### config.mk
export PLATFORM = sky130hd
export DESIGN_NAME = pe_dbw
export DESIGN_NICKNAME = d
export VERILOG_FILES = /design/src/rtl/pe_dbw.sv
export SDC_FILE = /design/constraint.sdc
export NUM_CORES = 1
export LEC_CHECK = 0
export ABC_AREA = 1
export CAP_MARGIN = 25
export CORE_MARGIN = 8
export CORE_UTILIZATION = 50
export DETAILED_ROUTE_END_ITERATION = 8
export MAX_ROUTING_LAYER = met4
export PLACE_DENSITY = 0.73
export REMOVE_ABC_BUFFERS = 1
export SLEW_MARGIN = 15
export SYNTH_ARGS = -nofsm -noshare
export SYNTH_HDL_FRONTEND = slang
export SYNTH_SLANG_ARGS = --single-unit
### constraint.sdc
create_clock -name CLK -period 6.59 [get_ports CLK]
set_input_delay 0.9885 -clock CLK [delete_from_list [all_inputs] [get_ports CLK]]
set_output_delay 0.9885 -clock CLK [all_outputs]
set_load 0.01 [all_outputs]
### src/rtl/pe_dbw.sv
// Systolic MAC processing element with a double-buffered weight bank (WS mode)
// and a local accumulator drained down the sum chain (OS mode).
module pe_dbw #(
  parameter int A_W   = 8,
  parameter int W_W   = 8,
  parameter int ACC_W = 16,
  parameter bit SAT   = 1'b1
) (
  input  logic             CLK,
  input  logic             RESET,
  input  logic             EN,
  input  logic             MODE,
  input  logic             SWAP,
  input  logic             W_EN,
  input  logic             DRAIN,
  input  logic [A_W-1:0]   a_in,
  input  logic             a_vld_in,
  output logic [A_W-1:0]   a_out,
  output logic             a_vld_out,
  input  logic [W_W-1:0]   w_in,
  output logic [W_W-1:0]   w_out,
  input  logic [ACC_W-1:0] sum_in,
  input  logic             sum_vld_in,
  output logic [ACC_W-1:0] sum_out,
  output logic             sum_vld_out
);

  localparam int P_W = A_W + W_W;
  localparam logic [ACC_W-1:0] ACC_MAX = {1'b0, {(ACC_W-1){1'b1}}};
  localparam logic [ACC_W-1:0] ACC_MIN = {1'b1, {(ACC_W-1){1'b0}}};

  logic [W_W-1:0]   bank0, bank1;
  logic             bank_ptr;
  logic [ACC_W-1:0] acc;

  logic [W_W-1:0]   active_w, mul_w;
  logic [P_W-1:0]   a_ext, w_ext, prod;
  logic [ACC_W-1:0] prod_ext, ws_sum, os_sum;
  logic             os_acc_en;

  // Signed add in ACC_W+1 bits; overflow shows as disagreement of the top two bits.
  function automatic logic [ACC_W-1:0] add_acc(input logic [ACC_W-1:0] x,
                                               input logic [ACC_W-1:0] y);
    logic [ACC_W:0] s;
    s = {x[ACC_W-1], x} + {y[ACC_W-1], y};
    if (SAT && (s[ACC_W] != s[ACC_W-1]))
      return s[ACC_W] ? ACC_MIN : ACC_MAX;
    return s[ACC_W-1:0];
  endfunction

  assign active_w  = bank_ptr ? bank1 : bank0;
  assign mul_w     = MODE ? w_in : active_w;
  assign a_ext     = {{W_W{a_in[A_W-1]}}, a_in};
  assign w_ext     = {{A_W{mul_w[W_W-1]}}, mul_w};
  assign prod      = a_ext * w_ext;
  assign prod_ext  = ACC_W'($signed(prod));
  assign ws_sum    = add_acc(sum_in, prod_ext);
  assign os_sum    = add_acc(acc, prod_ext);
  assign os_acc_en = a_vld_in & W_EN;

  // Valid-only chain, no backpressure: a_vld/sum_vld travel with their data one
  // stage per enabled edge, and a cleared valid marks a bubble that still moves.
  always_ff @(posedge CLK or negedge RESET) begin
    if (!RESET) begin
      a_out       <= '0;
      a_vld_out   <= 1'b0;
      w_out       <= '0;
      sum_out     <= '0;
      sum_vld_out <= 1'b0;
      bank0       <= '0;
      bank1       <= '0;
      bank_ptr    <= 1'b0;
      acc         <= '0;
    end else if (EN) begin
      a_out     <= a_in;
      a_vld_out <= a_vld_in;
      if (W_EN) w_out <= w_in;
      if (!MODE) begin
        // The write lands in the pre-swap shadow, which becomes active after this edge.
        if (W_EN) begin
          if (bank_ptr) bank0 <= w_in;
          else          bank1 <= w_in;
        end
        if (SWAP) bank_ptr <= ~bank_ptr;
        sum_out     <= a_vld_in ? ws_sum : sum_in;
        sum_vld_out <= sum_vld_in;
      end else if (DRAIN) begin
        sum_out     <= acc;
        sum_vld_out <= 1'b1;
        acc         <= os_acc_en ? prod_ext : '0;
      end else begin
        sum_out     <= sum_in;
        sum_vld_out <= sum_vld_in;
        if (os_acc_en) acc <= os_sum;
      end
    end
  end

endmodule

==> insert_results.sql <==
INSERT INTO impl_metrics (metric_group, metric, value, unit) VALUES
('outcome', 'status', 'finished with violations', ''),
('outcome', 'failed_checks', 'setup timing', ''),
('worst_setup_path', 'critPathCaptureType', 'register', ''),
('die', 'design.core.area', '0.0158', 'mm^2'),
('cts', 'tritoncts_num_sinks', '67', ''),
('grt', 'global_route.usage.total', '24.3', '%'),
('worst_setup_path', 'reg2regPathDepth', '37', ''),
('grt', 'first_global_vias', '7632', ''),
('worst_setup_path', 'critPathMaxStageDelay', '0.55', 'ns'),
('finish', 'finished_core_util', '71.8', '%'),
('synth', 'synth_top_area_cell', 'sky130_fd_sc_hd__dfrtp_1', ''),
('worst_setup_path', 'crit_top_cell', 'sky130_fd_sc_hd__nand2_2', ''),
('finish', 'areaGrowthSynthToFinish', '40.7', '%'),
('grt', 'grt_max_degree', '68', ''),
('worst_setup_path', 'timing_worst_setup_path_type', 'primary input to register', ''),
('sta', 'final_min_period_over_clock_period', '100', '%'),
('die', 'dieHeight', '143', 'um'),
('sta', 'setup-violations-final', '14', ''),
('route', 'via_per_inst', '5.21', ''),
('cts', 'clock_latency', '0.34', 'ns'),
('route', 'drcViolationCount', '0', ''),
('sta', 'rsz0062_at_grt', 'true', ''),
('finish', 'sequential_cell_area_in_the_final_layout', '0.00168', 'mm^2'),
('synth', 'postSynthCellCount', '1194', ''),
('worst_setup_path', 'timing.rr.end', 'sum_out[14]', ''),
('sta', 'timing.slew.headroom', '40.3', '%'),
('cts', 'cts_hold_repair.buffers', '0', ''),
('route', 'via_count', '8391', ''),
('synth', 'synth.avg_cell_area', '6.76', 'um^2'),
('die', 'dieWidth', '143', 'um'),
('sta', 'finalSetupTns', '-0.200', 'ns'),
('cts', 'clk_pin_slew_worst_paths', '0.06', 'ns'),
('worst_setup_path', 'crit-reg2reg-launch', 'bank_ptr', ''),
('finish', 'fillerInstances', '1208', ''),
('worst_hold_path', 'hold-path-endpoint', 'a_out[0]', ''),
('synth', 'area_share_of_the_largest_cell_type_after_synthesis', '20.8', '%'),
('grt', 'globalRouteOverflowTotal', '0', ''),
('worst_setup_path', 'critical-path-slowest-cell', 'sky130_fd_sc_hd__fa_1', ''),
('flow_run', 'cap_viol_max_count', '0', ''),
('route', 'initialDrtViolationCount', '552', ''),
('sta', 'setup_slack', '-0.0296', 'ns'),
('route', 'first_pass_drt_iterations', '5', ''),
('worst_setup_path', 'maximum_fanout_encountered_on_the_critical_timing_path', '8', ''),
('placement', 'io_buffer_count', '74', ''),
('cts', 'ctsHtreeMaxLevel', '3', ''),
('worst_hold_path', 'hold_start', 'a_out[0]', ''),
('finish', 'num_antenna_cells', '0', ''),
('synth', 'postSynthRegisterBits', '67', ''),
('worst_setup_path', 'critPathArrivalTime', '6.85', 'ns'),
('sta', 'fmaxAchievable', '0.151', 'GHz'),
('cts', 'clock-root-buffer', 'sky130_fd_sc_hd__clkbuf_16', ''),
('sta', 'slew_viol_final', '0', ''),
('sta', 'worst_slew_pin_slew', '0.893', 'ns'),
('sta', 'min_period', '6.62', 'ns'),
('grt', 'grt_first_pass_wirelength', '38500', 'um'),
('die', 'area_of_the_die', '0.0205', 'mm^2'),
('synth', 'syn_area', '0.00807', 'mm^2'),
('sta', 'finalHoldViolCount', '0', ''),
('sta', 'finalClockSkew', '0.00710', 'ns'),
('worst_setup_path', 'worst-r2r-setup-slack', '0.25', 'ns'),
('finish', 'multi_input_area', '0.00636', 'mm^2'),
('die', 'floorplan.initialDensity', '51.0', '%'),
('worst_hold_path', 'classification_of_the_worst_slack_hold_path', 'register to register', ''),
('placement', 'place.gp.congestion', '0.955', ''),
('worst_hold_path', 'whs_path_depth', '2', ''),
('synth', 'netlist-cell-type-count', '36', ''),
('placement', 'dp_hpwl', '18100', 'um'),
('finish', 'fin_nets', '1551', ''),
('cts', 'clock_path_buffers', '2', ''),
('grt', 'antenna_found_initial', '0', ''),
('cts', 'cts_buffers', '9', ''),
('synth', 'synth-seq-area-share', '20.8', '%'),
('worst_setup_path', 'startpoint_type', 'primary input', ''),
('route', 'final_wirelength', '25300', 'um'),
('cts', 'cts_tree', 'built', ''),
('finish', 'layout-drive-gt1-share', '28.5', '%'),
('synth', 'number_of_warnings_issued_by_yosys', '0', ''),
('route', 'route.antenna.remaining_nets', '0', ''),
('die', 'placementRows', '46', ''),
('worst_setup_path', 'timing.critical_path.required', '6.82', 'ns'),
('route', 'routedWlPerCell', '15.7', 'um'),
('die', 'floorplan.io_pins', '75', ''),
('synth', 'netlist_top_cells_area', 'sky130_fd_sc_hd__dfrtp_1 (21%), sky130_fd_sc_hd__nand2_1 (17%), sky130_fd_sc_hd__fa_1 (14%), sky130_fd_sc_hd__inv_1 (10%), sky130_fd_sc_hd__ha_1 (9.8%)', '');
## logic make-up after synthesis
logic type | share of synthesized area (%)
simple gates | 28.4
xor+xnor | 4.01
fa+ha+maj | 23.9
buf+inv | 12.7
flops | 20.8
compound gates | 10.2
## layout make-up
type | count | area share (%)
clock inverters | 4 | 0.441
repair buffers | 214 | 16.5
flip-flops and latches | 67 | 14.8
multi-input cells | 869 | 56.0
inverters | 229 | 7.77
well taps | 216 | 2.38
clock buffers | 11 | 2.22
## stage by stage
stage | worst slack [ns] | area (um^2) | instances | hold slack (ns)
2_1_floorplan | 0.198 | 7910 | 1163 | 0.453
3_3_place_gp | -1.07 | 9760 | 1565 | 0.455
3_5_place_dp | -1.13 | 9760 | 1565 | 0.459
4_1_cts | 0.00254 | 10500 | 1586 | 0.473
5_1_grt | -0.258 | 11400 | 1610 | 0.498
6_report | -0.0296 | 11400 | 1610 | 0.466
## synthesized netlist by cell type
master / number
sky130_fd_sc_hd__clkbuf_2: 1
sky130_fd_sc_hd__nand4_1: 2
sky130_fd_sc_hd__inv_1: 225
sky130_fd_sc_hd__inv_6: 1
sky130_fd_sc_hd__a21oi_1: 63
sky130_fd_sc_hd__or2_2: 8
sky130_fd_sc_hd__nand2_4: 1
sky130_fd_sc_hd__buf_6: 3
sky130_fd_sc_hd__and3_1: 1
sky130_fd_sc_hd__a221oi_1: 1
sky130_fd_sc_hd__o21bai_1: 6
sky130_fd_sc_hd__a21oi_2: 15
sky130_fd_sc_hd__nand3_2: 1
sky130_fd_sc_hd__nand2_2: 14
sky130_fd_sc_hd__fa_1: 57
sky130_fd_sc_hd__nor3_1: 5
sky130_fd_sc_hd__inv_2: 3
sky130_fd_sc_hd__nor2_1: 116
sky130_fd_sc_hd__nand3_1: 45
sky130_fd_sc_hd__nor2_2: 3
sky130_fd_sc_hd__buf_1: 9
sky130_fd_sc_hd__o211ai_1: 7
sky130_fd_sc_hd__nand3b_1: 1
sky130_fd_sc_hd__a21o_1: 1
sky130_fd_sc_hd__a31oi_1: 5
sky130_fd_sc_hd__clkbuf_1: 15
sky130_fd_sc_hd__xnor2_1: 9
sky130_fd_sc_hd__clkbuf_8: 2
sky130_fd_sc_hd__o21ai_0: 40
sky130_fd_sc_hd__dfrtp_1: 67
sky130_fd_sc_hd__nand2_1: 372
sky130_fd_sc_hd__buf_2: 1
sky130_fd_sc_hd__xor2_1: 28
sky130_fd_sc_hd__ha_1: 63
sky130_fd_sc_hd__and2_1: 1
sky130_fd_sc_hd__a21oi_4: 2
## layout by cell type (no fill, tap or decap), types with 9 or more instances in the layout
| cell type | instances |
|---|---|
| sky130_fd_sc_hd__nand2_1 | 294 |
| sky130_fd_sc_hd__inv_1 | 195 |
| sky130_fd_sc_hd__buf_4 | 130 |
| sky130_fd_sc_hd__nor2_1 | 101 |
| sky130_fd_sc_hd__nand2_2 | 74 |
| sky130_fd_sc_hd__dfrtp_1 | 67 |
| sky130_fd_sc_hd__clkdlybuf4s50_1 | 66 |
| sky130_fd_sc_hd__fa_1 | 54 |
| sky130_fd_sc_hd__a21oi_1 | 47 |
| sky130_fd_sc_hd__nand3_1 | 38 |
| sky130_fd_sc_hd__ha_1 | 38 |
| sky130_fd_sc_hd__o21ai_0 | 31 |
| sky130_fd_sc_hd__inv_2 | 30 |
| sky130_fd_sc_hd__xor2_1 | 26 |
| sky130_fd_sc_hd__ha_4 | 24 |
| sky130_fd_sc_hd__a21oi_2 | 23 |
| sky130_fd_sc_hd__nand2_4 | 17 |
| sky130_fd_sc_hd__nor2_2 | 12 |
| sky130_fd_sc_hd__a21oi_4 | 10 |
| sky130_fd_sc_hd__xnor2_1 | 9 |
| sky130_fd_sc_hd__clkbuf_16 | 9 |
## worst max path at each step
| stage | start | endpoint | slack [ns] | cells after the start |
|---|---|---|---|---|
| final | MODE | sum_out[14] | -0.03 | 35 |
| after CTS | w_in[3] | acc[0] | 0.003 | 31 |
| after floorplan | MODE | acc[10] | 0.20 | 32 |
| after detailed placement | MODE | acc[5] | -1.13 | 32 |
| after global placement | MODE | sum_out[1] | -1.07 | 29 |
| after global routing | MODE | sum_out[6] | -0.26 | 32 |
## flip-flops by register name, indices dropped and copies added (netlist names)
register,count
a_out,8
a_vld_out,1
acc,16
bank0,8
bank1,8
bank_ptr,1
sum_out,16
sum_vld_out,1
w_out,8
## timing repair
action,in CTS,in global routing
pin swaps,26,107
gates cloned,2,1
setup endpoints to repair,32,32
gates resized for setup,78,200
setup buffers,4,24
## critical path: cells and delay by family
family / cells / cell delay (ns)
adders and majority gates: 6 / 2.65
and+or+nand+nor: 17 / 1.75
buffers and inverters: 8 / 0.79
AOI/OAI and AO/OA: 3 / 0.40
xor gates and xnor gates: 1 / 0.25
## routing by layer
layer | vias up | routed length, um | track usage, %
li1 | 4018 | - | -
met1 | 4040 | 10900 | 32.8
met2 | 296 | 12200 | 37.7
met3 | 37 | 1800 | 3.64
met4 | 0 | 455 | 5.93
met5 | - | 0 | -
Power is left out: the tool's default activity adds up to more than one toggle a clock period on the data nets, which glitch-free logic cannot reach.
